## src/rtl/snake_game_ctrl.sv

```systemverilog
// snake_game_ctrl
//   Game-level sequencer for the snake datapath. It turns VGA frame ticks
//   into body step strobes, filters direction keys, places prey from a
//   10-bit LFSR, counts score and runs the IDLE/INIT/RUN/PAUSE/OVER game
//   state machine.
//
//   Optional feature: define SNAKE_CTRL_SPEEDUP_EN to shorten the step
//   period as the score grows. The period is STEP_FRAMES - score/4, with a
//   floor of 2. Without the macro the period is fixed at STEP_FRAMES.
//
//   Ports
//     clk, rst                     clock, synchronous active-high reset
//     start                        level, leaves IDLE/OVER
//     pause                        pulse, toggles RUN/PAUSE
//     key_dir, key_vld             requested direction and its qualifier
//     frame_tick                   one pulse per VGA frame
//     snake_score, body_hit        prey-eaten / self-collision pulses
//     snake_headx, snake_heady     current head cell
//     body_rst, body_enb           reset / enable for the body block
//     body_valid, body_direction   step strobe and committed direction
//     preyx, preyy                 prey cell
//     score, game_won              eaten count, win flag
//     state                        IDLE=0 INIT=1 RUN=2 PAUSE=3 OVER=4
//
//   Handshake: body_valid is a one-cycle strobe with no ready. The body
//   block must take a step on every cycle where body_valid is high, and
//   body_direction is the direction valid for that step.
module snake_game_ctrl #(
   parameter int H_LOGIC_WIDTH = 5,
   parameter int V_LOGIC_WIDTH = 5,
   parameter int H_LOGIC_MAX   = 31,
   parameter int V_LOGIC_MAX   = 23,
   parameter int STEP_FRAMES   = 8,
   parameter int INIT_CYCLES   = 4,
   parameter int SCORE_WIDTH   = 8,
   parameter int SCORE_MAX     = 100
) (
   input  logic                     clk,
   input  logic                     rst,
   input  logic                     start,
   input  logic                     pause,
   input  logic [1:0]               key_dir,
   input  logic                     key_vld,
   input  logic                     frame_tick,
   input  logic                     snake_score,
   input  logic                     body_hit,
   input  logic [H_LOGIC_WIDTH-1:0] snake_headx,
   input  logic [V_LOGIC_WIDTH-1:0] snake_heady,
   output logic                     body_rst,
   output logic                     body_enb,
   output logic                     body_valid,
   output logic [1:0]               body_direction,
   output logic [H_LOGIC_WIDTH-1:0] preyx,
   output logic [V_LOGIC_WIDTH-1:0] preyy,
   output logic [SCORE_WIDTH-1:0]   score,
   output logic [2:0]               state,
   output logic                     game_won
);

   typedef enum logic [2:0] {
      S_IDLE  = 3'd0,
      S_INIT  = 3'd1,
      S_RUN   = 3'd2,
      S_PAUSE = 3'd3,
      S_OVER  = 3'd4
   } state_t;

   localparam logic [1:0] DIR_RIGHT = 2'b01;
   localparam int IW = (INIT_CYCLES > 1) ? $clog2(INIT_CYCLES) : 1;
   localparam logic [H_LOGIC_WIDTH-1:0] PREY_X0 = H_LOGIC_WIDTH'(H_LOGIC_MAX / 2 + 4);
   localparam logic [V_LOGIC_WIDTH-1:0] PREY_Y0 = V_LOGIC_WIDTH'(V_LOGIC_MAX / 2);

   state_t                   r_state;
   logic [IW-1:0]            r_init_cnt;
   logic [3:0]               r_step_cnt;
   logic [3:0]               r_period;
   logic [1:0]               r_dir;
   logic [1:0]               r_pend;
   logic [9:0]               r_lfsr;
   logic                     r_body_rst;
   logic                     r_body_enb;
   logic                     r_body_valid;
   logic [H_LOGIC_WIDTH-1:0] r_preyx;
   logic [V_LOGIC_WIDTH-1:0] r_preyy;
   logic [SCORE_WIDTH-1:0]   r_score;
   logic                     r_game_won;

   state_t                   w_state_nxt;
   logic                     w_init_done;
   logic                     w_score_max;
   logic                     w_step_done;
   logic                     w_valid_nxt;
   logic                     w_eat;
   logic                     w_key_ok;
   logic [3:0]               w_period_nxt;
   logic [4:0]               w_raw_y;
   logic [H_LOGIC_WIDTH-1:0] w_cand_x;
   logic [V_LOGIC_WIDTH-1:0] w_cand_y;
   logic [H_LOGIC_WIDTH-1:0] w_new_x;

   assign w_init_done = (r_init_cnt == IW'(INIT_CYCLES - 1));
   assign w_score_max = (r_score == SCORE_WIDTH'(SCORE_MAX));
   assign w_step_done = (r_state == S_RUN) && frame_tick && (r_step_cnt == r_period - 4'd1);
   // A step that completes while the game leaves RUN produces no strobe.
   assign w_valid_nxt = w_step_done && (w_state_nxt == S_RUN);
   assign w_eat       = (r_state == S_RUN) && snake_score;
   // Reversal check is against the committed direction, not the pending one.
   assign w_key_ok    = key_vld && ((r_state == S_RUN) || (r_state == S_PAUSE)) &&
                        ((key_dir ^ r_dir) != 2'b11);

`ifdef SNAKE_CTRL_SPEEDUP_EN
   logic [SCORE_WIDTH-1:0] w_spd;
   assign w_spd = {2'b00, r_score[SCORE_WIDTH-1:2]};
   always_comb begin
      w_period_nxt = 4'd2;
      if (int'(w_spd) + 2 <= STEP_FRAMES) begin
         w_period_nxt = 4'(STEP_FRAMES - int'(w_spd));
      end
   end
`else
   assign w_period_nxt = 4'(STEP_FRAMES);
`endif

   // Prey candidate: y is folded back into the grid, x steps off the head.
   assign w_raw_y  = r_lfsr[4:0];
   assign w_cand_x = H_LOGIC_WIDTH'(r_lfsr[9:5]);
   always_comb begin
      w_cand_y = V_LOGIC_WIDTH'(w_raw_y);
      if (int'(w_raw_y) > V_LOGIC_MAX) begin
         w_cand_y = V_LOGIC_WIDTH'(int'(w_raw_y) - (V_LOGIC_MAX + 1));
      end
      w_new_x = w_cand_x;
      if ((w_cand_x == snake_headx) && (w_cand_y == snake_heady)) begin
         w_new_x = (w_cand_x == H_LOGIC_WIDTH'(H_LOGIC_MAX)) ? '0
                                                             : w_cand_x + H_LOGIC_WIDTH'(1);
      end
   end

   // Next state; body_hit outranks pause, and SCORE_MAX ends the game one
   // cycle after it is reached.
   always_comb begin
      w_state_nxt = r_state;
      case (r_state)
         S_IDLE:  if (start) w_state_nxt = S_INIT;
         S_INIT:  if (w_init_done) w_state_nxt = S_RUN;
         S_RUN: begin
            if (body_hit || w_score_max) w_state_nxt = S_OVER;
            else if (pause)              w_state_nxt = S_PAUSE;
         end
         S_PAUSE: if (pause) w_state_nxt = S_RUN;
         S_OVER:  if (start) w_state_nxt = S_INIT;
         default: w_state_nxt = S_IDLE;
      endcase
   end

   always_ff @(posedge clk) begin
      if (rst) begin
         r_state      <= S_IDLE;
         r_init_cnt   <= '0;
         r_step_cnt   <= 4'd0;
         r_period     <= 4'(STEP_FRAMES);
         r_dir        <= DIR_RIGHT;
         r_pend       <= DIR_RIGHT;
         r_lfsr       <= 10'h2A5;
         r_body_rst   <= 1'b1;
         r_body_enb   <= 1'b0;
         r_body_valid <= 1'b0;
         r_preyx      <= '0;
         r_preyy      <= '0;
         r_score      <= '0;
         r_game_won   <= 1'b0;
      end else begin
         r_state      <= w_state_nxt;
         // Taps 10,7: maximal-length, so the all-zero state is never reached.
         r_lfsr       <= {r_lfsr[8:0], r_lfsr[9] ^ r_lfsr[6]};
         r_body_rst   <= (w_state_nxt == S_IDLE) || (w_state_nxt == S_INIT);
         r_body_enb   <= (w_state_nxt == S_RUN);
         r_body_valid <= w_valid_nxt;
         r_init_cnt   <= (r_state == S_INIT) ? r_init_cnt + IW'(1) : '0;

         case (r_state)
            S_INIT: begin
               r_score    <= '0;
               r_dir      <= DIR_RIGHT;
               r_pend     <= DIR_RIGHT;
               r_preyx    <= PREY_X0;
               r_preyy    <= PREY_Y0;
               r_step_cnt <= 4'd0;
               r_period   <= 4'(STEP_FRAMES);
               r_game_won <= 1'b0;
            end
            S_RUN: begin
               if (frame_tick) begin
                  r_step_cnt <= w_step_done ? 4'd0 : r_step_cnt + 4'd1;
               end
               // A new period is only picked up at a step boundary.
               if (w_step_done) r_period <= w_period_nxt;
               if (w_valid_nxt) r_dir <= r_pend;
               if (w_eat) begin
                  if (!w_score_max) r_score <= r_score + SCORE_WIDTH'(1);
                  r_preyx <= w_new_x;
                  r_preyy <= w_cand_y;
               end
               if (w_score_max) r_game_won <= 1'b1;
            end
            default: ;
         endcase

         if (w_key_ok) r_pend <= key_dir;
      end
   end

   assign body_rst       = r_body_rst;
   assign body_enb       = r_body_enb;
   assign body_valid     = r_body_valid;
   assign body_direction = r_dir;
   assign preyx          = r_preyx;
   assign preyy          = r_preyy;
   assign score          = r_score;
   assign state          = r_state;
   assign game_won       = r_game_won;

endmodule

```

## config.mk

```make
export PLATFORM = sky130hd
export DESIGN_NAME = snake_game_ctrl
export DESIGN_NICKNAME = d
export VERILOG_FILES = /design/src/rtl/snake_game_ctrl.sv
export SDC_FILE = /design/constraint.sdc
export NUM_CORES = 1
export LEC_CHECK = 0
export ABC_AREA = 1
export BUFFER_PORTS_ARGS = -buffer_cell sky130_fd_sc_hd__buf_2
export CAP_MARGIN = 10
export CORE_MARGIN = 2
export CORE_UTILIZATION = 30
export DETAILED_ROUTE_END_ITERATION = 10
export GPL_TIMING_DRIVEN = 1
export SYNTH_ARGS = -nofsm -noshare
export SYNTH_HDL_FRONTEND = slang
export SYNTH_SLANG_ARGS = --single-unit
```

## constraint.sdc

```tcl
create_clock -name clk -period 2.1 [get_ports clk]
set_input_delay 0.21 -clock clk [delete_from_list [all_inputs] [get_ports clk]]
set_output_delay 0.21 -clock clk [all_outputs]
set_load 0.01 [all_outputs]
```

# Word-level counts from Yosys, hierarchy flattened

Index checks and enable logic that the tools add are counted.

Flip-flop bits (word level): 49
Bits of input ports: 20
Output and inout port bits: 27
Word-level logic and storage cells: 92

Add/sub/neg operators: 6
Order comparisons: 1
Eq/ne operators: 19
Mux-type cells: 27
Bitwise logic cells: 3
Reduce and logical (&&, ||, !) cells: 22

Operators with widths:

| cell                                                | count |
|---|---|
| two-way mux 5 bit                                   | 5 |
| one-hot mux 5 bit (2 select lines)                  | 2 |
| two-way mux 8 bit                                   | 2 |
| one-hot mux 4 bit (2 select lines)                  | 2 |
| one-hot mux 8 bit (2 select lines)                  | 1 |
| two-way mux 3 bit                                   | 5 |
| inequality test 2 bit, second input constant        | 7 |
| two-way mux 4 bit                                   | 3 |
| one-hot mux 3 bit (4 select lines)                  | 1 |
| equality test 5 bit                                 | 2 |
| AND reduction 2 bit                                 | 5 |
| equality test 3 x 2 -> 1 bit, second input constant | 3 |
| adder 8 x 1 -> 8 bit, second input constant         | 1 |
| equality test 8 x 7 -> 1 bit, second input constant | 1 |
| logical AND 1 bit                                   | 7 |
| equality test 3 x 1 -> 1 bit, second input constant | 2 |
| zero test 3 bit                                     | 2 |
| two-way mux 2 bit                                   | 3 |
| adder 5 x 1 -> 5 bit, second input constant         | 1 |
| equality test 5 bit, second input constant          | 1 |
| > comparator 5 bit, second input constant           | 1 |
| subtractor 5 bit, second input constant             | 1 |
| adder 4 x 1 -> 4 bit, second input constant         | 1 |
| equality test 4 bit                                 | 1 |
| other kinds (14)                                    | 18 |

# Logic depth before layout (Yosys ltp)

Gate-level depths: netlist (run 1).

Depth in word-level cells: 8
Mapped depth: 13
Mapped depth without buffers: 13

# Least setup slack after synthesis (run 1)

Ideal clock, no wire load.

Kind: register -> register
From: register r_lfsr[3]
To: register r_preyx[1] (netlist: preyx[1])
Library setup time: 117 ps
Data arrival time: 1452 ps
Required time: 1983 ps
Setup slack: 531 ps
Stages on the path, launching flop included: 14
Buffers on the path: 0
Period minus slack after synthesis: 1569 ps
Cells stage by stage: dfxtp_1 > inv_1 > ha_1 > nand2_1 > o21ai_4 > nand3_2 > nand2_2 > nand2_1 > nand2_2 > nand3_4 > inv_2 > nor2_1 > nor2_1 > nor2_1

Cells in the longest elaborated chain, start to end: 7
Elaborated cells on any way between the ends: 8
Classes of those cells: 1 x add/sub; 1 x order compare; 1 x eq/ne; 4 x mux; 1 x reduce/logical

Ends and longest elaborated chain:

| item                                                   | line     | text |
|---|---|---|
| start, declared                                        | 79       | `logic [9:0] r_lfsr;` |
| start signal, assigned                                 | 175      | `r_lfsr <= {r_lfsr[8:0], r_lfsr[9] ^ r_lfsr[6]};` |
| subtractor 5 bit or > comparator 5 bit (tied branches) | 130, 129 |  |
| two-way mux 5 bit (*)                                  | 129      | `if (int'(w_raw_y) > V_LOGIC_MAX) begin` |
| equality test 5 bit (*)                                | 133      | `if ((w_cand_x == snake_headx) && (w_cand_y == snake_heady)) begin` |
| logical AND 1 bit (*)                                  | 133      |  |
| two-way mux 5 bit (*)                                  | 133      |  |
| two-way mux 5 bit (*)                                  | 199      | `if (w_eat) begin` |
| one-hot mux 5 bit (2 select lines) (*)                 | 181      | `case (r_state)` |
| end signal, assigned                                   | 201      | `r_preyx <= w_new_x;` |
| end, declared                                          | 83       | `logic [H_LOGIC_WIDTH-1:0] r_preyx;` |

Mark *: on every way between the ends. The rest lies on a longest branch, timed or not. The select of a mux whose other input is x is not followed.
A chain may end at the register's enable or synchronous reset.

# Worst setup path after layout (run 1)

From: register r_lfsr[3]
To: register r_preyx[3] (netlist: preyx[3])

The elaborated chain is that of the path after synthesis.

==> impl_metrics.csv, run 1 <==
group,metric,value,unit
synthesis,synth_area_per_cell,7.355,µm²
synthesis,synth_area,2361,µm²
critical_path,crit_family,"simple AND/OR/NAND/NOR gates",
finish,instances_no_fill,472,
status,status,"complete, no violations",
power_and_ir_drop,powerDensity,613.1,nW/µm²
floorplan,die_y,92.72,µm
floorplan,die-area,8596,µm²
synthesis,synth_warnings,0,
hold_path,holdCritPathClass,"input port to flop",
power_and_ir_drop,pwr-share-seq,53.6,%
critical_path,r2r_setup_slack,350,ps
grt,grt_use_total,13.73,%
clock_tree,cts_buffers,5,
clock_tree,clock-sinks,45,
floorplan,core_area,7687,µm²
clock_tree,cts_setup_buffers,0,
sta,hold_viol,0,
power_and_ir_drop,finalPower,1707,µW
placement,postPlaceCellArea,2693,µm²
grt,grt_pass1_wl,9494,µm
drt,num_vias,2150,
finish,fin_nets,397,
power_and_ir_drop,ir_drop,0.2853,mV
grt,grt_remaining_overflow,0,
clock_tree,htree_levels,2,
critical_path,r2r.worst_path.cells,12,
critical_path,crit_slowest_cell,"dfxtp_1",
critical_path,cp_slowest_stage_delay,340,ps
clock_tree,cts_resized,0,
hold_path,holdPathEnd,"r_pend[0]",
critical_path,setup.worst_path.start_class,"flop",
clock_tree,cts.path.max_buffers,2,
sta,fin_ws,353.2,ps
power_and_ir_drop,p_sw,501.9,µW
synthesis,ys_ff_latch,45,
sta,fmax,572.5,MHz
placement,dp_cells,464,
clock_tree,insertion_delay,310,ps
power_and_ir_drop,pwr-share-comb,13.9,%
floorplan,fp-row-count,32,
critical_path,r2r-end,"preyx[3]",
sta,clock_skew,8.310,ps
drt,viasPerCell,4.555,
power_and_ir_drop,p_sw_share,29.41,%
finish,layout_commonest_cell,"nand2_1",
drt,ant_nets,0,
synthesis,netlist_instances,321,
floorplan,die-width,92.72,µm
sta,max_slew.worst_pin.slew,514.8,ps
critical_path,required,2340,ps
finish,stdcell_area,2784,µm²
grt,grt_pass1_vias,2046,
critical_path,path_cells,"inv_1 > ha_1 > nand2_1 > o21ai_4 > nand3_2 > nand2_2 > nand2_1 > nand2_2 > nand3_4 > nand2_1 > nand3_1 > a21oi_2",
finish,antenna_cells,0,
floorplan,ios,47,
critical_path,end_kind,"flop",
sta,slew_viol_final,0,
placement,dpl_worst_slack,370.8,ps
critical_path,cp_common_cell,"nand2_1",
finish,syn2layout_area_growth,17.91,%
finish,fillers,849,
sta,fin_crit_sh,83.18,%
floorplan,initial_utilization,30.71,%
clock_tree,clockRootBuffer,"clkbuf_8",
critical_path,cp.buffers_inverters,1,
clock_tree,tritoncts,"done",
finish,drive_above_1_share,25.14,%
clock_tree,clk_pin_slew,90,ps
drt,drt_iter0_drc,65,
hold_path,hold_depth,3,
sta,setup-tns-final,0,ps
critical_path,critical_path.max_fanout,6,
critical_path,r2r-start,"r_lfsr[3]",
power_and_ir_drop,internal-power,1205,µW
placement,io_buffer_count,46,
sta,period_minus_slack,1747,ps
critical_path,path_class,"flop to flop",
drt,totalWireLength,5581,µm
placement,routabilityCongestion,0.8544,
finish,final_cell_mix,"nand2_1, buf_2, inv_1, dfxtp_1, nor2_1",
synthesis,synth-seq-area-share,38.16,%
sta,rsz0062_at_grt,"no",
synthesis,yosysUniqueCellTypes,39,
critical_path,critPathArrivalTime,1990,ps
sta,slew_headroom,65.68,%
placement,hpwlAfterDp,4361,µm
sta,finalSetupViolations,0,
power_and_ir_drop,p_leak,0.001315,µW
hold_path,hold_start,"key_dir[0]",
synthesis,syn_nets,349,
run,drv_cap,0,
drt,firstDrtPassIters,4,
power_and_ir_drop,p_clk_share,32.5,%
clock_tree,ctsHoldBuffers,0,
drt,routedWlPerCell,11.82,µm
grt,antenna_found_initial,0,
grt,grt_max_degree,26,
drt,remaining_drc_errors,0,
## metal layers
layer / up-vias / GRT usage, % / wire [µm]
li1: 1121 / - / -
met1: 973 / 16.85 / 2565
met2: 49 / 24.45 / 2706
met3: 7 / 3.011 / 248
met4: 0 / 3.309 / 61
met5: - / 0 / 0
## cell families (layout without fill, tap and decap cells)
family                     after synthesis  count (layout)  share of synthesized area (%)
xor gates and xnor gates                 5               5                          1.855
and+or+nand+nor                        155             155                          33.76
buffers and inverters                   59             108                          9.804
DFF                                     45              45                          38.16
adders and majority gates                8               8                          4.240
AOI/OAI and AO/OA                       49              49                          12.19
## tightest hold or removal path, cell delays in order
cell     delay, ps
buf_2          100
o22ai_1         80
nand2_1         50
## metrics by stage
stage	utilization (%)	hold WS [ps]
final	36.21	157.3
after global routing	36.21	178.2
after CTS	36.21	153.1
after detailed placement	35.03	427.7
after global placement	35.03	420.1
after floorplan	-	346.0
## power by group through the flow
| stage | clock (µW) | sequential [µW] | combinational [µW] |
|---|---|---|---|
| 6_report | 555 | 915 | 237 |
| 5_1_grt | 607 | 921 | 272 |
| 4_1_cts | 573 | 915 | 240 |
| 3_5_place_dp | 0 | 935 | 238 |
| 3_3_place_gp | 0 | 935 | 232 |
| 2_1_floorplan | 0 | 936 | 159 |
## synth_stat cells
cell,instances,area [µm²]
a211oi_1,2,15.01
a21oi_1,19,95.09
a21oi_2,3,26.28
a31oi_1,2,12.51
buf_6,1,11.26
clkbuf_1,4,15.01
clkinv_1,2,7.510
dfxtp_1,45,900.9
ha_1,8,100.1
inv_1,45,168.9
inv_2,6,22.52
inv_4,1,6.260
nand2_1,62,232.7
nand2_2,6,37.54
nand2_4,3,33.78
nand2_8,1,20.02
nand3_1,21,105.1
nand3_2,4,40.04
nand3_4,2,35.03
nand3b_1,1,7.510
nand4_1,4,25.02
nand4_2,1,12.51
nor2_1,33,123.9
nor2_2,5,31.28
nor2_4,1,11.26
nor3_1,5,25.02
nor3_2,3,30.03
nor3b_1,1,7.510
nor4_2,1,12.51
o211ai_1,1,7.510
o21ai_0,13,65.06
o21ai_1,3,15.01
o21ai_4,1,16.27
o221ai_1,1,8.760
o22ai_1,3,18.77
o31ai_1,1,7.510
or2_2,1,6.260
xnor2_1,4,35.03
xor2_1,1,8.760
## registers in the layout (all words and copies together), names as in the netlist
register	cells
body_direction	2
body_enb	1
body_rst	1
body_valid	1
game_won	1
preyx	5
preyy	5
r_init_cnt	2
r_lfsr	10
r_pend	2
r_step_cnt	4
score	8
state	3
## cell type report
| type | count | area (µm²) | share of cell area (%) |
|---|---|---|---|
| repair buffers | 46 | 230.2 | 8.270 |
| inverters | 54 | 205.2 | 7.371 |
| well taps | 102 | 127.6 | 4.584 |
| multi-input cells | 217 | 1229 | 44.13 |
| flip-flops and latches | 45 | 900.9 | 32.36 |
| clock inverters | 3 | 22.52 | 0.8090 |
| clock buffers | 5 | 68.82 | 2.472 |
## worst max-delay path by stage
stage | startpoint | endpoint | cells after the start
4_1_cts | r_lfsr[3] | preyx[2] | 12
5_1_grt | r_lfsr[3] | preyx[1] | 13
3_5_place_dp | r_lfsr[3] | preyx[1] | 13
2_1_floorplan | r_lfsr[3] | preyx[1] | 13
6_report | r_lfsr[3] | preyx[3] | 12
3_3_place_gp | r_lfsr[3] | preyx[1] | 13
(Power assumes the default switching activity.)
==> run 2: changes to the inputs <==
--- a/config.mk
+++ b/config.mk
@@ -5,7 +5,7 @@
 export SDC_FILE = /design/constraint.sdc
 export NUM_CORES = 1
 export LEC_CHECK = 0
-export ABC_AREA = 1
+export ABC_AREA = 0
 export BUFFER_PORTS_ARGS = -buffer_cell sky130_fd_sc_hd__buf_2
 export CAP_MARGIN = 10
 export CORE_MARGIN = 2
==> constraint.sdc (replaced) <==
create_clock -name clk -period 1.65 [get_ports clk]
set_input_delay 0.165 -clock clk [delete_from_list [all_inputs] [get_ports clk]]
set_output_delay 0.165 -clock clk [all_outputs]
set_load 0.01 [all_outputs]
==> impl_metrics.csv, run 2 <==
group,metric,value,unit
synthesis,yosysMostFrequentCell,"dfxtp_1",
sta,rsz0062_at_grt,"yes",
run,drv_cap,0,
clock_tree,htree_levels,2,
power_and_ir_drop,p_leak,0.001373,µW
clock_tree,clockRootBuffer,"clkbuf_8",
grt,grt_use_total,14.77,%
grt,grt_max_degree,24,
drt,routedWlPerCell,13.36,µm
floorplan,die-area,8435,µm²
finish,multi_input_area,1463,µm²
drt,wl_met2,2759,µm
grt,antenna_found_initial,0,
floorplan,core_area,7607,µm²
placement,io_buffer_count,46,
critical_path,end_kind,"flop",
floorplan,ios,47,
critical_path,crit_slowest_cell,"dfxtp_4",
sta,hold_viol,0,
floorplan,die_y,91.84,µm
sta,fin_crit_sh,120.9,%
synthesis,netlist_instances,261,
power_and_ir_drop,finalPower,2225,µW
sta,slew_headroom,70.58,%
finish,final_cell_mix,"buf_2, buf_4, dfxtp_1",
finish,drive_above_1_share,40.46,%
placement,hpwlAfterDp,4563,µm
power_and_ir_drop,ir_drop,0.3248,mV
clock_tree,cts_buffers,5,
drt,viasPerCell,4.861,
synthesis,synth_top_area_share,38.92,%
finish,top_register,"r_lfsr",
grt,grt_pass1_vias,2101,
critical_path,critPathArrivalTime,2160,ps
sta,max_slew.worst_pin.slew,441.3,ps
synthesis,yosys-top-cells-area,"dfxtp_1, nor2_1, ha_1",
critical_path,path_cells,"inv_4 > ha_4 > nand2_2 > o2111ai_2 > a211o_1 > buf_4 > buf_4 > o31ai_1 > a311oi_2",
clock_tree,insertion_delay,290,ps
grt,grt_pass1_wl,10090,µm
critical_path,required,1810,ps
drt,m1WireLength,2911,µm
sta,hold_ws,125.8,ps
clock_tree,clock-sinks,45,
critical_path,cp.buffers_inverters,3,
sta,slew_viol_final,0,
critical_path,crit_family,"compound AO/OA/AOI/OAI gates",
drt,remaining_drc_errors,0,
drt,num_vias,2202,
floorplan,die-width,91.84,µm
clock_tree,tritoncts,"done",
synthesis,synth_common_cells,"dfxtp_1, nor2_1, nand2_1",
synthesis,ys_ff_latch,45,
drt,highest_layer,"met4",
clock_tree,cts.path.max_buffers,2,
synthesis,synthArstFlopShare,0,%
critical_path,cp_common_cell,"buf_4",
status,status,"finished with violations",
finish,fin_nets,379,
critical_path,cp_slowest_stage_delay,390,ps
placement,routabilityCongestion,0.9308,
drt,ant_nets,0,
sta,finalSetupViolations,7,
synthesis,synth_edf_count,0,
synthesis,synth_warnings,0,
synthesis,synth_area,2315,µm²
synthesis,yosysTopAreaCell,"dfxtp_1",
finish,fin_util,42.47,%
finish,largest_reg_flops,10,
synthesis,yosys_most_used_dff,"dfxtp_1",
sta,period_minus_slack,1994,ps
critical_path,path_class,"flop to flop",
clock_tree,clk_pin_slew,80,ps
sta,fmax,501.4,MHz
drt,totalWireLength,6054,µm
drt,route.met3.wl,311,µm
synthesis,synth-seq-area-share,38.92,%
hold_path,holdCritPathClass,"input port to flop",
power_and_ir_drop,powerDensity,688.8,nW/µm²
sta,fin_ws,-344.4,ps
synthesis,syn_nets,289,
critical_path,setup.worst_path.start_class,"flop",
synthesis,yosysUniqueCellTypes,55,
clock_tree,ctsHoldBuffers,0,
floorplan,initial_utilization,30.43,%
status,failed_checks,"negative setup slack",
sta,clock_skew,10.05,ps
grt,grt_remaining_overflow,0,
finish,antenna_cells,0,
synthesis,synth_area_per_cell,8.869,µm²
drt,firstDrtPassIters,4,
finish,syn2layout_area_growth,39.57,%
finish,fillers,790,
floorplan,fp-row-count,32,
finish,regArea,919.6,µm²
critical_path,critical_path.max_fanout,5,
drt,drt_iter0_drc,75,
==> run 2: cell families (layout without fill, tap and decap cells) <==
logic type	Yosys count	after routing	share of synthesized area, %
AO/OA/AOI/OAI	49	49	15.84
adder cells (fa/ha/maj)	8	8	4.324
flip-flops	45	45	38.92
AND/OR/NAND/NOR	117	117	28.05
multiplexers	6	6	2.703
buffers and inverters	18	108	3.351
XOR/XNOR	18	18	6.811
==> run 2: metal layers <==
layer / track usage (%) / up-vias
li1: - / 1124
met5: 0 / -
met4: 4.353 / 0
met2: 23.77 / 65
met3: 3.533 / 9
met1: 19.69 / 1004
==> run 2: per-stage QoR <==
step	area [µm²]	setup WS, ps	setup TNS (ps)	cells
6_report	3231	-344.4	-1624	453
5_1_grt	3231	-477.3	-2909	453
4_1_cts	3157	-324.8	-1588	452
3_5_place_dp	3000	-437.8	-1829	442
2_1_floorplan	2362	-345.3	-1631	261
3_3_place_gp	3000	-360.7	-1645	442
==> run 2: final timing paths <==
check	depth (start not counted)	endpoint	slack, ps	start
worst max-delay path	9	preyx[4]	-340	r_lfsr[3]
worst min-delay path	3	r_pend[1]	130	key_dir[1]
worst max register to register	9	preyx[4]	-340	r_lfsr[3]
worst min register to register	1	r_init_cnt[0]	440	r_init_cnt[0]
==> run 2: cell type report <==
cell class / instances / area share, %
clock buffer: 7 / 2.672
inverter: 6 / 0.7746
multi-input combinational: 198 / 45.27
sequential: 45 / 28.47
tap: 102 / 3.950
timing repair buffer: 95 / 18.86
==> run 2: power breakdown <==
group	switching, µW	internal (µW)	leakage, µW
registers	38.7	1120	0.000371
clock network	362	333	0.0000443
logic	185	185	0.000958
==> run 2: repair_timing <==
item                       in CTS  in global routing
gates resized for setup        13                 14
setup buffers                   3                  3
setup endpoints to repair       7                 19
pin swaps                       7                 10
==> run 2: worst reg2reg max path: cells and delay by family (launching register included) <==
kind / cells / cell delay [ps]
buffers and inverters: 3 / 330
AND/OR/NAND/NOR: 1 / 80
AO/OA/AOI/OAI: 4 / 860
flip-flops: 1 / 390
adder cells (fa/ha/maj): 1 / 220
